### src/rtl/csr_trap_ctrl_if.sv
// CSR file access port driven by csr_trap_ctrl (master) and served by the CSR register file (slave).
interface csr_trap_ctrl_if;
    logic [31:0] csr_addr;
    logic [31:0] csr_wdata;
    logic [31:0] csr_rdata;
    logic        csr_rd;
    logic        csr_wr;

    modport master (
        output csr_addr,
        output csr_wdata,
        output csr_rd,
        output csr_wr,
        input  csr_rdata
    );

    modport slave (
        input  csr_addr,
        input  csr_wdata,
        input  csr_rd,
        input  csr_wr,
        output csr_rdata
    );
endinterface

### src/rtl/csr_trap_ctrl.sv
// Machine-mode trap/return sequencer that owns the CSR port while saving or restoring context.
// Define CSR_TRAP_EXT_IRQ_EN to service irq_ext (cause 11, priority over the timer).
module csr_trap_ctrl #(
    parameter logic [31:0] MTVEC    = 32'h0000_0100,
    parameter int unsigned POLL_GAP = 8
) (
    input  logic                   clk,
    input  logic                   rst,
    input  logic                   irq_timer,
    input  logic                   irq_ext,
    input  logic                   mret,
    input  logic [31:0]            pc,
    csr_trap_ctrl_if.master        csr,
    output logic                   stall,
    output logic                   redirect_en,
    output logic [31:0]            redirect_pc
);

    localparam logic [31:0] ADDR_MSTATUS = 32'h0000_0300;
    localparam logic [31:0] ADDR_MIE     = 32'h0000_0304;
    localparam logic [31:0] ADDR_MEPC    = 32'h0000_0341;
    localparam logic [31:0] ADDR_MIP     = 32'h0000_0344;
    localparam logic [7:0]  GAP_LOAD     = POLL_GAP[7:0];

    typedef enum logic [3:0] {
        IDLE,
        T_RD_MST,
        T_RD_MIE,
        T_WR_MEPC,
        T_WR_MIP,
        T_WR_MST,
        T_REDIR,
        R_RD_MEPC,
        R_RD_MST,
        R_WR_MST,
        R_REDIR
    } state_t;

    state_t      state_q, state_d;
    logic [7:0]  gap_q, gap_d;
    logic [31:0] pc_q, pc_d;
    logic        cause_ext_q, cause_ext_d;
    logic [31:0] mst_q, mst_d;
    logic [31:0] mepc_q, mepc_d;

    logic        ext_req;
    logic        irq_any;
    logic        mie_hit;
    logic [31:0] cause_onehot;

`ifdef CSR_TRAP_EXT_IRQ_EN
    assign ext_req = irq_ext;
`else
    logic unused_irq_ext;
    assign ext_req        = 1'b0;
    assign unused_irq_ext = irq_ext;
`endif

    assign irq_any      = ext_req | irq_timer;
    assign mie_hit      = cause_ext_q ? csr.csr_rdata[11] : csr.csr_rdata[7];
    assign cause_onehot = cause_ext_q ? 32'h0000_0800 : 32'h0000_0080;

    always_ff @(posedge clk or negedge rst) begin
        if (!rst) begin
            state_q     <= IDLE;
            gap_q       <= 8'd0;
            pc_q        <= 32'd0;
            cause_ext_q <= 1'b0;
            mst_q       <= 32'd0;
            mepc_q      <= 32'd0;
        end else begin
            state_q     <= state_d;
            gap_q       <= gap_d;
            pc_q        <= pc_d;
            cause_ext_q <= cause_ext_d;
            mst_q       <= mst_d;
            mepc_q      <= mepc_d;
        end
    end

    // mret is checked first so a return always wins over a pending interrupt.
    always_comb begin
        state_d     = state_q;
        gap_d       = gap_q;
        pc_d        = pc_q;
        cause_ext_d = cause_ext_q;
        mst_d       = mst_q;
        mepc_d      = mepc_q;

        case (state_q)
            IDLE: begin
                if (gap_q != 8'd0) begin
                    gap_d = gap_q - 8'd1;
                end
                if (mret) begin
                    state_d = R_RD_MEPC;
                    gap_d   = 8'd0;
                end else if (irq_any && (gap_q == 8'd0)) begin
                    state_d     = T_RD_MST;
                    pc_d        = pc;
                    cause_ext_d = ext_req;
                end
            end
            T_RD_MST: begin
                mst_d = csr.csr_rdata;
                if (!csr.csr_rdata[3]) begin
                    state_d = IDLE;
                    gap_d   = GAP_LOAD;
                end else begin
                    state_d = T_RD_MIE;
                end
            end
            T_RD_MIE: begin
                if (!mie_hit) begin
                    state_d = IDLE;
                    gap_d   = GAP_LOAD;
                end else begin
                    state_d = T_WR_MEPC;
                end
            end
            T_WR_MEPC: state_d = T_WR_MIP;
            T_WR_MIP:  state_d = T_WR_MST;
            T_WR_MST:  state_d = T_REDIR;
            T_REDIR:   state_d = IDLE;
            R_RD_MEPC: begin
                mepc_d  = csr.csr_rdata;
                state_d = R_RD_MST;
            end
            R_RD_MST: begin
                mst_d   = csr.csr_rdata;
                state_d = R_WR_MST;
            end
            R_WR_MST:  state_d = R_REDIR;
            R_REDIR:   state_d = IDLE;
            default:   state_d = IDLE;
        endcase
    end

    // Moore outputs: everything is a function of the current state and the latched context.
    always_comb begin
        csr.csr_addr  = 32'd0;
        csr.csr_wdata = 32'd0;
        csr.csr_rd    = 1'b0;
        csr.csr_wr    = 1'b0;
        redirect_en   = 1'b0;
        redirect_pc   = 32'd0;
        stall         = (state_q != IDLE);

        case (state_q)
            T_RD_MST, R_RD_MST: begin
                csr.csr_rd   = 1'b1;
                csr.csr_addr = ADDR_MSTATUS;
            end
            T_RD_MIE: begin
                csr.csr_rd   = 1'b1;
                csr.csr_addr = ADDR_MIE;
            end
            T_WR_MEPC: begin
                csr.csr_wr    = 1'b1;
                csr.csr_addr  = ADDR_MEPC;
                csr.csr_wdata = pc_q;
            end
            T_WR_MIP: begin
                csr.csr_wr    = 1'b1;
                csr.csr_addr  = ADDR_MIP;
                csr.csr_wdata = cause_onehot;
            end
            T_WR_MST: begin
                csr.csr_wr    = 1'b1;
                csr.csr_addr  = ADDR_MSTATUS;
                csr.csr_wdata = {mst_q[31:8], mst_q[3], mst_q[6:4], 1'b0, mst_q[2:0]};
            end
            T_REDIR: begin
                redirect_en = 1'b1;
                redirect_pc = MTVEC;
            end
            R_RD_MEPC: begin
                csr.csr_rd   = 1'b1;
                csr.csr_addr = ADDR_MEPC;
            end
            R_WR_MST: begin
                csr.csr_wr    = 1'b1;
                csr.csr_addr  = ADDR_MSTATUS;
                csr.csr_wdata = {mst_q[31:8], 1'b1, mst_q[6:4], mst_q[7], mst_q[2:0]};
            end
            R_REDIR: begin
                redirect_en = 1'b1;
                redirect_pc = mepc_q;
            end
            default: ;
        endcase
    end

endmodule

### src/flat_wrapper.sv
// flat-port wrapper written by rule: the top's interface ports become plain ports
module csr_trap_ctrl_flat 
#(
    parameter logic [31:0] MTVEC    = 32'h0000_0100,
    parameter int unsigned POLL_GAP = 8
)
  (clk, rst, irq_timer, irq_ext, mret, pc, stall, redirect_en, redirect_pc, csr_csr_addr, csr_csr_wdata, csr_csr_rd, csr_csr_wr, csr_csr_rdata);
  csr_trap_ctrl_if csr_i ();
  input  logic clk;
  input  logic rst;
  input  logic irq_timer;
  input  logic irq_ext;
  input  logic mret;
  input  logic [31:0] pc;
  output logic stall;
  output logic redirect_en;
  output logic [31:0] redirect_pc;
  output wire logic [$bits(csr_i.csr_addr)-1:0] csr_csr_addr;
  output wire logic [$bits(csr_i.csr_wdata)-1:0] csr_csr_wdata;
  output wire logic [$bits(csr_i.csr_rd)-1:0] csr_csr_rd;
  output wire logic [$bits(csr_i.csr_wr)-1:0] csr_csr_wr;
  input wire logic [$bits(csr_i.csr_rdata)-1:0] csr_csr_rdata;
  assign csr_csr_addr = csr_i.csr_addr;
  assign csr_csr_wdata = csr_i.csr_wdata;
  assign csr_csr_rd = csr_i.csr_rd;
  assign csr_csr_wr = csr_i.csr_wr;
  assign csr_i.csr_rdata = csr_csr_rdata;
  csr_trap_ctrl #(.MTVEC(MTVEC), .POLL_GAP(POLL_GAP)) u_core (.clk(clk), .rst(rst), .irq_timer(irq_timer), .irq_ext(irq_ext), .mret(mret), .pc(pc), .csr(csr_i), .stall(stall), .redirect_en(redirect_en), .redirect_pc(redirect_pc));
endmodule
### config.mk
export PLATFORM = sky130hd
export DESIGN_NAME = csr_trap_ctrl_flat
export DESIGN_NICKNAME = d
export VERILOG_FILES = /design/src/rtl/csr_trap_ctrl_if.sv /design/src/rtl/csr_trap_ctrl.sv /design/src/flat_wrapper.sv
export SDC_FILE = /design/constraint.sdc
export NUM_CORES = 1
export LEC_CHECK = 0
export CAP_MARGIN = 20
export CORE_MARGIN = 4
export CORE_UTILIZATION = 45
export CTS_BUF_LIST = sky130_fd_sc_hd__clkbuf_4 sky130_fd_sc_hd__clkbuf_8
export CTS_CLUSTER_SIZE = 16
export DETAILED_ROUTE_END_ITERATION = 12
export PLACE_DENSITY = 0.78
export SETUP_SLACK_MARGIN = 0.2
export SKIP_CTS_REPAIR_TIMING = 1
export SLEW_MARGIN = 0
export SYNTH_ARGS = -nofsm -noshare
export SYNTH_HDL_FRONTEND = slang
export SYNTH_SLANG_ARGS = --single-unit
### constraint.sdc
create_clock -name clk -period 5.6 [get_ports clk]
set_input_delay 1.12 -clock clk [delete_from_list [all_inputs] [get_ports clk]]
set_output_delay 1.12 -clock clk [all_outputs]
set_load 0.02 [all_outputs]
==> results of run 1 <==
==> kinds of logic after synthesis <==
| group | after synthesis | synth area share, % |
|---|---|---|
| AO/OA/AOI/OAI | 68 | 9.89 |
| XOR/XNOR | 4 | 0.668 |
| adder cells (fa/ha/maj) | 2 | 0.477 |
| buffers and inverters | 61 | 6.96 |
| flip-flops | 108 | 51.5 |
| multiplexers | 96 | 20.6 |
| other | 1 | 0.0715 |
| AND/OR/NAND/NOR | 85 | 9.82 |
==> cells in the mapped netlist, types with 2 or more instances <==
cell	count	share of area, %
a32o_1	3	0.57
or3_1	4	0.48
o21bai_1	2	0.29
inv_1	7	0.50
nor2_1	16	1.1
xnor2_1	2	0.33
buf_4	28	4.0
xor2_1	2	0.33
ha_1	2	0.48
mux2_2	93	20
buf_1	5	0.36
a211o_1	4	0.67
buf_6	4	0.86
nor3_1	4	0.38
nand3_1	3	0.29
a22o_1	30	5.0
nand2b_1	3	0.36
o21a_1	2	0.29
o21ai_0	6	0.57
a21oi_1	11	1.0
mux2_1	3	0.64
clkbuf_1	16	1.1
dfrtp_1	108	52
nand2_1	7	0.50
nor2b_1	5	0.60
o22ai_1	2	0.24
and2_1	31	3.7
==> per-stage QoR <==
| stage | instances | total power [mW] | utilization (%) | hold slack [ps] | instance area (µm²) |
|---|---|---|---|---|---|
| 2_1_floorplan | 451 | 2.47 | - | 458 | 5350 |
| 3_3_place_gp | 685 | 2.96 | 58.1 | 476 | 6640 |
| 3_5_place_dp | 685 | 3.04 | 58.1 | 486 | 6640 |
| 4_1_cts | 699 | 3.48 | 59.6 | 509 | 6810 |
| 5_1_grt | 700 | 3.68 | 59.6 | 516 | 6810 |
| 6_report | 700 | 3.45 | 59.6 | 506 | 6810 |
==> layer usage <==
metal	vias to the layer above	share of wire [%]	global-route usage [%]
li1	1712	-	-
met1	1913	41	23.8
met2	121	50	31.6
met3	11	8.0	6.63
met4	0	0.86	4.64
met5	-	0	0
==> power breakdown <==
part / switching (mW) / internal [mW] / leakage, nW
Sequential: 0.252 / 1.14 / 1.32
Combinational: 0.771 / 0.846 / 1.49
Clock: 0.270 / 0.165 / 0.0841
Total: 1.29 / 2.16 / 2.89
==> worst register-to-register path, delay by kind of cell, from the launching register on <==
| kind | cells | cell delay (ps) |
|---|---|---|
| muxes | 1 | 380 |
| DFF | 1 | 430 |
| buffers and inverters | 2 | 520 |
| adders and majority gates | 1 | 150 |
| and+or+nand+nor | 3 | 1580 |
==> registers in the layout, indices dropped and copies added, names as in the netlist <==
| name | count |
|---|---|
| u_core.mepc_q | 32 |
| u_core.state_q | 4 |
| u_core.gap_q | 8 |
| u_core.pc_q | 32 |
| u_core.mst_q | 32 |
==> how the worst max path moves through the flow <==
stage	start	endpoint	slack [ps]	depth (start not counted)
after floorplan	u_core.state_q[2]	csr_csr_wdata[0]	2710	6
after global placement	u_core.state_q[2]	csr_csr_wdata[31]	1640	6
after detailed placement	u_core.state_q[2]	csr_csr_wdata[17]	1560	6
after CTS	u_core.state_q[2]	csr_csr_wdata[17]	1130	6
after global routing	u_core.state_q[2]	csr_csr_wdata[17]	940	6
final	u_core.state_q[2]	csr_csr_wdata[17]	1150	6
==> layout make-up <==
| type | count | area, µm² |
|---|---|---|
| Antenna cell | 1 | 2.50 |
| Clock buffer | 9 | 124 |
| Clock inverter | 5 | 45.0 |
| Fill cell | 940 | 4610 |
| Inverter | 7 | 26.3 |
| Multi-Input combinational cell | 282 | 2290 |
| Sequential cell | 108 | 2700 |
| Tap cell | 143 | 179 |
| Timing Repair Buffer | 145 | 1440 |
==> out/metrics.yaml, run 1 <==
fmax_mhz: 225
mostFrequentLayoutCell: "clkdlybuf4s50_1"
synth-warning-count: 0
grt_pass1_wl_mm: 20.2
crit_path_start_kind: "flip-flop"
cp.arrival_ps: 3330
dp_hpwl_mm: 8.72
p_leak_nw: 2.89
die_x_um: 116
synthCells: 425
drc_errors: 0
io_buffers: 140
pin_count: 169
period_share_pct: 79.4
crit_chain: "nor2b_1 > o21ai_0 > nor2_2 > buf_4 > a22o_1 > clkdlybuf4s50_1"
setup_tns_ps: 0
worst_slack_ps: 1150
track_usage_pct: 19.0
finalNetCount: 624
initial_core_util_pct: 46.0
hold_end: "u_core.mepc_q[3]"
powerDensity_nw_per_um2: 506
area_delta_synth_final_pct: 29.8
wl_per_cell_um: 18.2
syn_area_per_cell_um2: 12.3
tightest_slew_ps: 975
ys_seq_area_share_pct: 51.5
cp_data_required_time_ps: 4480
final_cell_mix: "clkdlybuf4s50_1 (139), dfrtp_1 (108), mux2_2 (93), and2_1 (31), a22o_1 (30)"
cts_buffers: 9
fin_crit_ps: 4450
r2r_slack_ps: 2430
core_area_um2: 11400
grt_max_degree: 60
drive_gt1_share_pct: 22.3
gp_congestion: 0.820
wl_mm: 12.7
clkLatencyLatePin_ps: 360
clk_path_buf_depth: 2
cts_root_buf: "clkbuf_8"
path_class: "flip-flop to output port"
syn-cell-area_um2: 5250
clk_pin_slew_worst_paths_ps: 100
clock_skew_ps: 15.7
critPathTopFamily: "buffers and inverters"
timing.rr.start: "u_core.gap_q[0]"
path_buf_inv: 2
slew_headroom_pct: 35.0
ys_seq_elements: 108
crit_path_max_fanout: 19
synth_edf_count: 0
htreeDepth: 3
hold_path_class: "flip-flop to flip-flop"
hold_viol: 0
viasPerCell: 5.37
synth_cell_types: 49
core.rowCount: 39
hold_depth: 1
antenna_found_initial: 1
dieHeight_um: 116
drt-initial-drc-count: 231
grt_setup_unrepaired: "false"
reg2reg_to: "u_core.pc_q[3]"
firstDrtPassIters: 8
dieArea_um2: 13500
async_flop_share_pct: 100
grt_overflow_total: 0
cts_sinks: 108
drv_slew: 0
setup_violations: 0
cpPeakStageDelay_ps: 620
ys.flop_type: "dfrtp_1"
hold_start: "u_core.mepc_q[3]"
grt_pass1_vias: 4020
outcome: "completed"
place_ws_ps: 1560
ir_drop_mv: 0.418
postRouteAntennaNets: 0
cts_tree: "yes"
cp-end-kind: "output port"
num_vias: 3757
cp_slowest_cell: "dfrtp_1"
cap_violations: 0
reg2regPathDepth: 7
Note: power is estimated with default switching activity, not from simulation.
==> run 2: changes to the inputs <==
--- a/config.mk
+++ b/config.mk
@@ -7,7 +7,7 @@
 export LEC_CHECK = 0
 export CAP_MARGIN = 20
 export CORE_MARGIN = 4
-export CORE_UTILIZATION = 45
+export CORE_UTILIZATION = 43
 export CTS_BUF_LIST = sky130_fd_sc_hd__clkbuf_4 sky130_fd_sc_hd__clkbuf_8
 export CTS_CLUSTER_SIZE = 16
 export DETAILED_ROUTE_END_ITERATION = 12
==> constraint.sdc (replaced) <==
create_clock -name clk -period 3.68 [get_ports clk]
set_input_delay 0.736 -clock clk [delete_from_list [all_inputs] [get_ports clk]]
set_output_delay 0.736 -clock clk [all_outputs]
set_load 0.02 [all_outputs]
==> run 2 against run 1 <==
Against the previous run: critical path depth stayed put; total power is 55% higher; clock power is 61% higher; global-route usage is 1.1 points lower; highest routed layer unchanged.
==> out/metrics.yaml, run 2 (synthesis gave the netlist of run 1 again) <==
drt-initial-drc-count: 225  # was 231
utilization_pct: 57.8  # was 59.6%
hold_viol: 0  # unchanged
initial_core_util_pct: 43.9  # was 46.0%
dp_hpwl_mm: 8.63  # was 8.72 mm
cts_buffers: 9  # unchanged
crit_chain: "nor2b_1 > o21ai_0 > nor2_2 > buf_4 > a22o_1 > clkdlybuf4s50_1"  # unchanged
top_regs: "u_core.mepc_q x32, u_core.mst_q x32, u_core.pc_q x32"  # unchanged
wl_mm: 12.4  # was 12.7 mm
grt_max_degree: 58  # was 60
crit_path_max_fanout: 18  # was 19
hold_path_class: "input port to async pin"  # was flip-flop to flip-flop
p_leak_nw: 2.95  # was 2.89 nW
fmax_mhz: 307
drv_slew: 0  # unchanged
finalNetCount: 632  # was 624
fin_crit_ps: 3250
dpl_cell_area_um2: 6690  # was 6640 µm²
antenna_cells: 0  # was 1
r2r_slack_ps: 1200  # was 2430 ps
drive_gt1_share_pct: 24.4  # was 22.3%
nFillCells: 1006  # was 940
outcome: "completed"  # unchanged
setup_tns_ps: 0  # unchanged
powerDensity_nw_per_um2: 771  # was 506 nW/µm²
dieArea_um2: 14000  # was 13500 µm²
setup_violations: 0  # unchanged
cts_root_buf: "clkbuf_8"  # unchanged
grt_pass1_wl_mm: 20.0  # was 20.2 mm
slew_headroom_pct: 39.7  # was 35.0%
postRouteAntennaNets: 0  # unchanged
gp_congestion: 0.828  # was 0.820
m1WireLength_mm: 5.30  # was 5.18 mm
critPathTopFamily: "buffers and inverters"  # unchanged
antenna_found_initial: 0  # was 1
clk_pin_slew_worst_paths_ps: 100  # about the same
clk_path_buf_depth: 2  # unchanged
core.rowCount: 40  # was 39
cap_violations: 0  # unchanged
path_class: "flip-flop to output port"  # unchanged
core_area_um2: 12000  # was 11400 µm²
clkLatencyLatePin_ps: 380  # was 360 ps
cp_data_required_time_ps: 2940  # was 4480 ps
cpPeakStageDelay_ps: 630  # was 620 ps
ir_drop_mv: 0.335  # was 0.418 mV
firstDrtPassIters: 5  # was 8
io_buffers: 140  # unchanged
period_share_pct: 88.4
placed_cells: 694  # was 685
met3_wirelength_um: 796  # was 1.02 mm
power_mw: 5.33  # was 3.45 mW
area_delta_synth_final_pct: 31.8  # was 29.8%
final_cell_count_no_fill: 713  # was 700
grt_overflow_total: 0  # unchanged
cp-end-kind: "output port"  # unchanged
final_cell_mix: "clkdlybuf4s50_1 (139), dfrtp_1 (105), mux2_2 (93), and2_1 (31), a22o_1 (30)"  # was clkdlybuf4s50_1 (139), dfrtp_1 (108), mux2_2 (93), and2_1 (31), a22o_1 (30)
grt_pass1_vias: 3868  # was 4020
wl_per_cell_um: 17.4  # was 18.2 µm
cp.arrival_ps: 2520  # was 3330 ps
crit_path_start_kind: "flip-flop"  # unchanged
track_usage_pct: 17.9  # was 19.0%
die_x_um: 118  # was 116 µm
routed.top_layer: "met4"  # unchanged
drc_errors: 0  # unchanged
htreeDepth: 3  # unchanged
grt_setup_unrepaired: "false"  # unchanged
tightest_slew_ps: 902  # was 975 ps
num_vias: 3770  # was 3757
cp_slowest_cell: "clkdlybuf4s50_1"  # was dfrtp_1
path_buf_inv: 2  # unchanged
cts_tree: "yes"  # unchanged
pin_count: 169  # unchanged
clock_skew_ps: 15.8  # was 15.7 ps
fin_area_um2: 6910  # was 6810 µm²
mostFrequentLayoutCell: "clkdlybuf4s50_1"  # unchanged
dieHeight_um: 118  # was 116 µm
wl_met2_mm: 6.11  # was 6.40 mm
viasPerCell: 5.29  # was 5.37
cts_sinks: 108  # unchanged
## run 2: where the power goes
part | internal, mW | total, mW | switching (mW)
Clock | 0.310 | 0.699 | 0.389
Combinational | 1.33 | 2.56 | 1.23
Sequential | 1.75 | 2.07 | 0.326
Total | 3.39 | 5.33 | 1.94
## run 2: per-layer routing
metal	vias to the layer above	track usage, %
met4	0	6.37
met3	14	5.22
met5	-	0
met1	1910	22.4
met2	119	29.6
li1	1727	-
## run 2: stage by stage
stage / hold WS (ps) / setup slack [ps]
finish: 366 / 426
floorplan: 440 / 1170
CTS: 381 / 88.9
global placement: 474 / 617
global route: 417 / 235
detailed placement: 481 / 542
## run 2: area by class of cell
class	instances	area, µm²	area share [%]
Clock buffer	13	173	2.50
Timing Repair Buffer	153	1510	21.8
Inverter	7	26.3	0.380
Sequential cell	108	2710	39.1
Clock inverter	3	18.8	0.271
Multi-Input combinational cell	282	2300	33.2
Tap cell	147	184	2.66
## run 2: worst reg2reg max path, cell delays in order, from the launching register on
cell and delay, ps:
dfrtp_1 420, inv_1 110, ha_1 160, or4b_4 490, or3_4 370, nor3_4 140, buf_4 290, mux2_2 380
## run 2: path summary, 6_finish.rpt
| path | from | end | cells past startpoint |
|---|---|---|---|
| max reg2reg | u_core.gap_q[0] | u_core.pc_q[4] | 7 |
| min reg2reg | u_core.pc_q[7] | u_core.pc_q[7] | 1 |
| min | rst | u_core.state_q[2] | 1 |
| min in group clk | u_core.pc_q[7] | u_core.pc_q[7] | 1 |
| max | u_core.state_q[3] | csr_csr_wdata[9] | 6 |
| max in group asynchronous | rst | u_core.gap_q[5] | 2 |
==> run 3: changes to the inputs <==
--- a/config.mk
+++ b/config.mk
@@ -14,6 +14,7 @@
 export PLACE_DENSITY = 0.78
 export SETUP_SLACK_MARGIN = 0.2
 export SKIP_CTS_REPAIR_TIMING = 1
+export SKIP_LAST_GASP = 1
 export SLEW_MARGIN = 0
 export SYNTH_ARGS = -nofsm -noshare
 export SYNTH_HDL_FRONTEND = slang
==> results of run 3 <==
The final DEF is identical to that of run 2; final timing and power are the same.
